<file path="src/rtl/button_debouncer.sv">
// Push-button debouncer: input sampling, four-state stability FSM and
// registered level/pulse/toggle/count outputs. Optional BUTTON_DEBOUNCER_SYNC_EN adds a 2-flop synchronizer.
module button_debouncer #(
  parameter int unsigned DEBOUNCE_CYCLES = 1000
) (
  input  logic       clock,
  input  logic       reset_n,
  input  logic       button,
  output logic       level,
  output logic       pressed,
  output logic       released,
  output logic       toggle,
  output logic [7:0] press_count
);

  localparam int unsigned CW = $clog2(DEBOUNCE_CYCLES + 1);
  localparam logic [CW-1:0] CNT_LAST = CW'(DEBOUNCE_CYCLES - 1);

  typedef enum logic [1:0] {
    IDLE_LOW,
    WAIT_HIGH,
    IDLE_HIGH,
    WAIT_LOW
  } state_t;

  logic sample;

`ifdef BUTTON_DEBOUNCER_SYNC_EN
  logic sync1, sync2;

  always_ff @(posedge clock or negedge reset_n) begin
    if (!reset_n) begin
      sync1 <= 1'b0;
      sync2 <= 1'b0;
    end else begin
      sync1 <= button;
      sync2 <= sync1;
    end
  end

  assign sample = sync2;
`else
  logic sync1;

  always_ff @(posedge clock or negedge reset_n) begin
    if (!reset_n) sync1 <= 1'b0;
    else          sync1 <= button;
  end

  assign sample = sync1;
`endif

  state_t        state, state_n;
  logic [CW-1:0] count, count_n;
  logic          level_n, pressed_n, released_n, toggle_n;
  logic [7:0]    press_count_n;

  always_ff @(posedge clock or negedge reset_n) begin
    if (!reset_n) begin
      state       <= IDLE_LOW;
      count       <= '0;
      level       <= 1'b0;
      pressed     <= 1'b0;
      released    <= 1'b0;
      toggle      <= 1'b0;
      press_count <= '0;
    end else begin
      state       <= state_n;
      count       <= count_n;
      level       <= level_n;
      pressed     <= pressed_n;
      released    <= released_n;
      toggle      <= toggle_n;
      press_count <= press_count_n;
    end
  end

  // All outputs are next-state values so every output comes straight from a flop.
  always_comb begin
    state_n       = state;
    count_n       = count;
    level_n       = level;
    pressed_n     = 1'b0;
    released_n    = 1'b0;
    toggle_n      = toggle;
    press_count_n = press_count;
    unique case (state)
      IDLE_LOW: begin
        if (sample) begin
          state_n = WAIT_HIGH;
          count_n = CW'(1);
        end
      end
      WAIT_HIGH: begin
        if (!sample) begin
          state_n = IDLE_LOW;
          count_n = '0;
        end else if (count == CNT_LAST) begin
          state_n       = IDLE_HIGH;
          count_n       = '0;
          level_n       = 1'b1;
          pressed_n     = 1'b1;
          toggle_n      = ~toggle;
          press_count_n = press_count + 8'd1;
        end else begin
          count_n = count + CW'(1);
        end
      end
      IDLE_HIGH: begin
        if (!sample) begin
          state_n = WAIT_LOW;
          count_n = CW'(1);
        end
      end
      WAIT_LOW: begin
        if (sample) begin
          state_n = IDLE_HIGH;
          count_n = '0;
        end else if (count == CNT_LAST) begin
          state_n    = IDLE_LOW;
          count_n    = '0;
          level_n    = 1'b0;
          released_n = 1'b1;
        end else begin
          count_n = count + CW'(1);
        end
      end
      default: begin
        state_n = IDLE_LOW;
        count_n = '0;
      end
    endcase
  end

endmodule

</file>
<file path="config.mk">
export PLATFORM = sky130hd
export DESIGN_NAME = button_debouncer
export DESIGN_NICKNAME = d
export VERILOG_FILES = /design/src/rtl/button_debouncer.sv
export SDC_FILE = /design/constraint.sdc
export NUM_CORES = 1
export LEC_CHECK = 0
export CORE_UTILIZATION = 30
export CTS_CLUSTER_SIZE = 25
export DETAILED_ROUTE_END_ITERATION = 8
export DONT_BUFFER_PORTS = 1
export SETUP_SLACK_MARGIN = 0.15
export SYNTH_ARGS = -nofsm -noshare
export SYNTH_HDL_FRONTEND = slang
export SYNTH_SLANG_ARGS = --single-unit
</file>
<file path="constraint.sdc">
create_clock -name clock -period 2.98 [get_ports clock]
set_clock_uncertainty 0.2 [all_clocks]
set_input_delay 0.596 -clock clock [delete_from_list [all_inputs] [get_ports clock]]
set_output_delay 0.596 -clock clock [all_outputs]
set_load 0.01 [all_outputs]
</file>
==> Yosys cells after proc, flatten, opt, wreduce, memory -nomap -nowiden <==
Index checks and enable logic that the tools add are counted.
{ "totals": {"ff_bits": 25, "wordCells": 52, "out_inout_bits": 12} }
{ "classes": {"muxes": 23, "n_eq_ne": 12, "addsub": 2, "n_bitwise": 1, "n_reduce_logical": 6} }
{ "op_table": {"columns": ["op", "n"], "rows": [
  ["10-bit two-way mux", 5],
  ["10-bit case mux with 4 select lines", 1],
  ["2-bit two-way mux", 6],
  ["2-bit != test, second input constant", 6],
  ["10-bit by 1-bit adder with 10-bit output, second input constant", 1],
  ["10-bit equality test, second input constant", 1],
  ["1-bit two-way mux", 9],
  ["8-bit by 1-bit adder with 8-bit output, second input constant", 1],
  ["2-bit case mux with 4 select lines", 1],
  ["3-bit != test, second input constant", 2],
  ["5-bit AND reduction", 1],
  ["2-bit equality test, second input constant", 2],
  ["4-bit AND reduction", 1],
  ["3-bit AND reduction", 1],
  ["2-bit by 1-bit equality test with 1-bit output, second input constant", 1],
  ["2-bit zero test", 1],
  ["1-bit case mux with 2 select lines", 1],
  ["2-bit AND reduction", 1],
  ["2-bit nonzero test", 1],
  ["1-bit NOT", 1]
]} }

==> Longest topological paths before layout <==
{ "logic_depth": {"word_depth": 4, "ltp_mapped": 6, "depth_no_buf": 5} }

==> Worst setup path after synthesis <==
No wires, ideal clock.
{ "synth_timing": {"kind": "register to register", "startpoint": "reg count[0]", "endpoint": "reg press_count[1]", "slack_ps": 1057, "stages_incl_launch_ff": 5, "t_arrival_ps": 1598, "n_path_buf": 0, "required_ps": 2655, "cell_sequence": "dfrtp_1 -> ha_1 -> nand4_2 -> nor4_4 -> mux2_2"} }
{ "synth_between": {"elab_chain_cells": 2} }
{ "synth_lines": {"columns": ["item", "line", "rtl"], "rows": [
  ["from (decl)", "54", "logic [CW-1:0] count, count_n;"],
  ["from (signal assigned)", "69", "count <= count_n;"],
  ["10-bit equality test", "98", "end else if (count == CNT_LAST) begin"],
  ["3-bit AND reduction (no source line)", null, null],
  ["to (signal assigned)", "74", "press_count <= press_count_n;"],
  ["to (decl)", "13", "output logic [7:0] press_count"]
]} }
No other way between the ends.
A chain may end at the register's enable or synchronous reset.

==> Worst setup path in the final report <==
Ends and elaborated chain as after synthesis.

==> summary.md <==
| Metric | Value |
|---|---|
| Outcome | finished clean |
| Via count | 868 |
| Switching Fraction | 22.7% |
| Leakage | 0.606 nW |
| Tcrit/Tclk final | 70.8% |
| Layout cell share with drive strength beyond 1 | 8.55% |
| WL final | 2370 um |
| Initial Util | 32.2% |
| Power Density | 437 mW/mm^2 |
| Number of global-route vias before repair | 878 |
| Layout filler cell count | 392 |
| Post-synthesis mux area share | 1.84% |
| Setup_tns | 0 ps |
| Syn Std Cell Area | 0.00122 mm^2 |
| Hold crit path type | input pin to register |
| Maxcap violations | 0 |
| Slew @ Worst Pin | 566 ps |
| Most common cell after layout, fill and taps aside | dfrtp_1 |
| R2r startpoint | count[0] |
| Register area share after synthesis | 51.1% |
| Max VDD drop | 0.180 mV |
| Fmax | 474 MHz |
| Syn nets | 120 |
| # nets final | 123 |
| Maximum fanout along the worst path | 9 |
| Final setup fails | 0 |
| Height of the die | 65.9 um |
| RSZ-0062 raised after global routing | no |
| Pre-CTS setup slack | 881 ps |
| Remaining DRCs | 0 |
| # H-tree levels | 1 |
| Die ar. | 0.00434 mm^2 |
| Tot GR Track Use | 12.2% |
| First-pass GRT wire length | 3990 um |
| Antenna Cells | 0 |
| Drt pass-1 iters | 4 |
| Placed Instances | 159 |
| Post-Synth XOR/XNOR Area | 6.44% |
| Root Driver | clkbuf_8 |
| Syn avg cell area | 10.6 um^2 |
| GR Overflow Total | 0 |
| Register share of total power | 60.2% |
| CTS tree | built |
| Post CTS Setup Buffer Count | 0 |
| Final non-filler cell total | 165 |
| Area Overhead vs Synth | 9.82% |
| Initial antenna violation count | 0 |
| Met3 Wirelength | 101 um |
| Ports | 15 |
| HP Start | button |
| Net Switching | 133 uW |
| Synth Register Bits | 25 |
| Commonest non-fill, non-tap cells in the layout | dfrtp_1, nand2_1, nand3_1, xnor2_1 |
| Final Hold Fails | 0 |
| Clock power frac | 33.8% |
| Clock latency on the worst-skew pair | 260 ps |
| Core area | 0.00380 mm^2 |
| Crit end category | register |
| GP Congestion | 0.895 |
| Worst-path clk slew | 90 ps |
| Fin area | 0.00134 mm^2 |
| DP Area | 0.00127 mm^2 |
| Gate power share | 6.0% |
| WL per Instance | 14.4 um |
| Sinks on Clock Net | 25 |
| Clock buffers created by TritonCTS | 3 |
| Count of input and output buffers | 0 |
| Met2 wire len | 1130 um |
| Largest family of logic cells by synthesized area | simple AND/OR/NAND/NOR gates |
| Width of the die | 65.9 um |
| Largest net degree at the start of global routing | 26 |
| WL met1 | 1090 um |
| Synth Warn # | 0 |
| Int Power | 454 uW |
| Final setup margin | 871 ps |
| Post-synthesis adder-cell area fraction | 2.04% |
| Required @ worst endpoint | 2930 ps |
| Drt via density | 5.26 |
| Post-synthesis simple-gate area fraction | 26.0% |
| Synth Area in Compound Gates | 10.1% |
| Synth cell types | 38 |
| Max Used Layer | met4 |
| Detailed placement HPWL | 1730 um |
| Fin crit period | 2110 ps |
| Worst Path Arrival | 2060 ps |
| ANT nets after route | 0 |
| Final Max Tran Viols | 0 |
| Cell row count | 22 |
| DR iter-0 viols | 30 |
| Cell count after synthesis | 115 |
| Rel. slew slack | 62.1% |
| Startpoint Class | register |
| Kind of critical path | register to register |
| CTS Buffer Depth | 2 |
| Crit. Startpoint | count[0] |
| Final Util | 35.4% |
| Resize count post-CTS | 0 |
[synthesized netlist by cell type]
| cell | count | area, um^2 |
|---|---|---|
| o21ai_0 | 2 | 10.0 |
| a31o_1 | 1 | 8.76 |
| nand3_1 | 8 | 40.0 |
| nand3b_1 | 1 | 7.51 |
| o2111ai_1 | 1 | 8.76 |
| nand4b_1 | 2 | 17.5 |
| dfrtp_1 | 25 | 626 |
| nand4_2 | 1 | 12.5 |
| o211ai_1 | 1 | 7.51 |
| xnor2_1 | 6 | 52.6 |
| a21o_1 | 1 | 7.51 |
| and3_1 | 4 | 25.0 |
| a21oi_1 | 1 | 5.00 |
| and2_1 | 3 | 18.8 |
| a22o_1 | 2 | 17.5 |
| o22ai_1 | 1 | 6.26 |
| clkbuf_1 | 4 | 15.0 |
| nor2_1 | 4 | 15.0 |
| a211o_1 | 1 | 8.76 |
| nand4_1 | 4 | 25.0 |
| xor2_1 | 3 | 26.3 |
| nand2_1 | 11 | 41.3 |
| mux2_2 | 2 | 22.5 |
| nor4_4 | 1 | 21.3 |
| nand4bb_1 | 1 | 11.3 |
| ha_1 | 2 | 25.0 |
| nor3_2 | 1 | 10.0 |
| a31oi_1 | 3 | 18.8 |
| inv_1 | 4 | 15.0 |
| o31ai_1 | 1 | 7.51 |
| nor3_1 | 2 | 10.0 |
| or3_1 | 2 | 12.5 |
| and4_1 | 1 | 8.76 |
| or2_2 | 1 | 6.26 |
| nand2b_1 | 2 | 12.5 |
| o2bb2ai_1 | 2 | 17.5 |
| or4_1 | 2 | 15.0 |
| nor3b_1 | 1 | 7.51 |
[repair_timing]
item                                    in CTS  in global routing
hold buffers                                 2                  0
endpoints found under the setup margin       0                  0
hold endpoints to repair                    25                  0
[sequential cells by signal, indices dropped and copies added (netlist names), named ones only]
name and cells:
state 1, press_count 8, sample 1, level 1, released 1, pressed 1
toggle 1, count 10
[final cells by class]
type	instances	area, um^2	share of cell area (%)
clock buffer	4	45.0	3.35
multi-input combinational	82	568	42.3
tap	48	60.1	4.47
sequential	25	626	46.6
inverter	4	15.0	1.12
timing repair buffer	2	30.0	2.23
[metal layers]
layer | up-vias | track usage [%]
met5 | - | 0
met4 | 0 | 7.88
met3 | 2 | 3.10
met2 | 16 | 19.4
met1 | 428 | 14.4
li1 | 422 | -
[worst paths after layout]
| path | end | slack (ps) | cells after the start |
|---|---|---|---|
| worst max-delay path | press_count[1] | 870 | 4 |
| worst min-delay path | sample | 150 | 0 |
| worst max register to register | press_count[1] | 870 | 4 |
| worst min register to register | released | 330 | 1 |
| max in group asynchronous | pressed | 1870 | 2 |
| min in group asynchronous | press_count[6] | 560 | 2 |
[worst max-delay path: stages, from the launching register on]
cell     delay, ps
dfrtp_1        410
ha_1           260
nand4_2        170
nor4_4         570
mux2_2         390
[through the flow]
stage               power, mW  hold WS, ps
detailed placement      0.385          102
global placement        0.384          102
global route            0.615          134
floorplan               0.379          100
CTS                     0.595          148
finish                  0.588          155
[kinds of logic after synthesis]
| kind of cell | Yosys count |
|---|---|
| AOI/OAI and AO/OA | 17 |
| xor gates and xnor gates | 9 |
| adders and majority gates | 2 |
| buffers and inverters | 8 |
| DFF | 25 |
| muxes | 2 |
| and+or+nand+nor | 52 |
[power by group through the flow]
stage / clock [mW] / sequential (mW) / combinational (mW)
2_1_floorplan: 0 / 0.357 / 0.0218
3_3_place_gp: 0 / 0.360 / 0.0239
3_5_place_dp: 0 / 0.360 / 0.0250
4_1_cts: 0.206 / 0.353 / 0.0362
5_1_grt: 0.219 / 0.355 / 0.0401
6_report: 0.199 / 0.354 / 0.0352
Power figures use the tool's default switching activity.
==> RTL change, RTL diff (same flow settings) <==
Re-encode `state_t` (4 states) as one-hot, 4 bits wide.
--- a/src/rtl/button_debouncer.sv
+++ b/src/rtl/button_debouncer.sv
@@ -18,7 +18,7 @@
 
-  typedef enum logic [1:0] {
-    IDLE_LOW,
-    WAIT_HIGH,
-    IDLE_HIGH,
-    WAIT_LOW
+  typedef enum logic [3:0] {
+    IDLE_LOW  = 4'b0001,
+    WAIT_HIGH = 4'b0010,
+    IDLE_HIGH = 4'b0100,
+    WAIT_LOW  = 4'b1000
   } state_t;
Check against the original RTL: no difference found for any inputs over 10 cycles, from zero or initial values and one cycle with reset_n low; not proved beyond that.
==> RTL change against the unedited design <==
The flow now finishes with violations (design-rule violations). Design area rose by 13%. Synthesized area rose by 16%. Synthesized cell count up 18%. Wire length is 14% higher. Non-clock buffer count unchanged. Sequential share of layout area fell by 2.1 points. Worst setup slack got worse by 190 ps. Global-route usage about the same. Sequential cell count is 2 higher. First-iteration DRC count rose by 70%. Critical endpoint unchanged. Highest routed layer unchanged.
Power is not compared: it rests on default switching activity, and its combinational part moved more than twofold at a synthesized area within 25%.
==> RTL change: results (changes against the unedited design) <==
INFO  run_status     status=finished, violations left
INFO  setup_path     slowest_stage=sky130_fd_sc_hd__nor3_2
INFO  synth          postSynthNetCount=141 [+18%]
INFO  global_route   vias_in_the_first_global_route=1,065 [+21%]
INFO  synth          postSynthCellCount=136 [+18%]
INFO  routing        wire_per_inst=14.44um [+0.38%]
INFO  setup_path     endpoint_arrival_time_on_the_critical_path=2260ps [+200 ps]
INFO  routing        post_route_drc_violation_count=4 [+4]
INFO  placement      dp_slack=685.3ps [-195.6 ps]
INFO  synth          ys_top_cells_by_area=sky130_fd_sc_hd__dfrtp_1 (46%), sky130_fd_sc_hd__xnor2_1 (4.9%), sky130_fd_sc_hd__a21oi_2 (4.3%)
INFO  synth          synthAdderAreaFrac=1.757% [-0.29 points]
INFO  routing        drt_pass1_iterations=6 [+2]
INFO  global_route   track_usage=12.16% [-0.020 points]
INFO  placement      hpwlAfterDp=1928um [+11%]
INFO  setup_path     setup.reg_to_reg.worst_slack=680ps [-190 ps]
INFO  synth          xor_xnor_share_of_the_synthesized_area=5.536% [-0.91 points]
INFO  sta            worst_hold_slack=139.8ps [-15.00 ps]
INFO  routing        detail_route.vias_per_cell=5.362 [+1.9%]
INFO  placement      dpl_cell_area=1448um^2 [+14%]
INFO  setup_path     cp_max_fo=13 [+4]
INFO  global_route   grt_first_pass_wirelength=4774um [+20%]
INFO  synth          synth-compound-area-share=17.31% [+7.2 points]
INFO  placement      globalplace.congestion=0.8972 [+0.30%]
INFO  synth          yosys-mux-area-fraction=0.7909% [-1.0 points]
INFO  run_status     violations=design-rule violations
INFO  routing        drt_first_iter_violations=51 [+70%]
INFO  synth          yosysUniqueCellTypes=46 [+21%]
RTL change: cell types whose count changed after synthesis, sizes merged, moves of 4 or more:
| cell | change |
|---|---|
| o21ai | +8 |
| a21oi | +8 |
| nand2 | -4 |
| buf | +5 |
| or3 | +4 |
RTL change: cells by family after synthesis:
family / after synthesis
flip-flops: 27
multiplexers: 1
AND/OR/NAND/NOR: 54
AO/OA/AOI/OAI: 33
buffers and inverters: 10
XOR/XNOR: 9
adder cells (fa/ha/maj): 2
RTL change: how the worst max path moves through the flow:
stage / start / to / slack [ps]
2_1_floorplan: state[2] / press_count[1] / 1150
3_3_place_gp: count[0] / press_count[1] / 770
3_5_place_dp: count[0] / press_count[1] / 690
4_1_cts: count[0] / press_count[1] / 680
5_1_grt: count[0] / press_count[1] / 460
6_report: count[0] / press_count[1] / 680
RTL change: area by class of cell:
type	count	area [um^2]
fill	440	2920
multi-input combinational	99	690.7
sequential	27	676.9
tap	52	65.06
clock buffer	3	41.29
timing repair buffer	2	30.03
inverter	4	15.01
clock inverter	1	5.005
RTL change: layer usage:
metal | vias up | share of wire, % | GRT usage, %
met2 | 21 | 49 | 20.94
met5 | - | 0 | 0
met3 | 5 | 4.2 | 2.849
met4 | 0 | 1.8 | 5.556
li1 | 484 | - | -
met1 | 498 | 45 | 14.39
RTL change: power by group through the flow:
| stage | Sequential [mW] | Clock, mW | Combinational [mW] |
|---|---|---|---|
| global placement | 0.440 | 0 | 0.180 |
| finish | 0.437 | 0.207 | 0.197 |
| global route | 0.443 | 0.228 | 0.222 |
| floorplan | 0.416 | 0 | 0.192 |
| detailed placement | 0.443 | 0 | 0.187 |
| CTS | 0.437 | 0.215 | 0.200 |
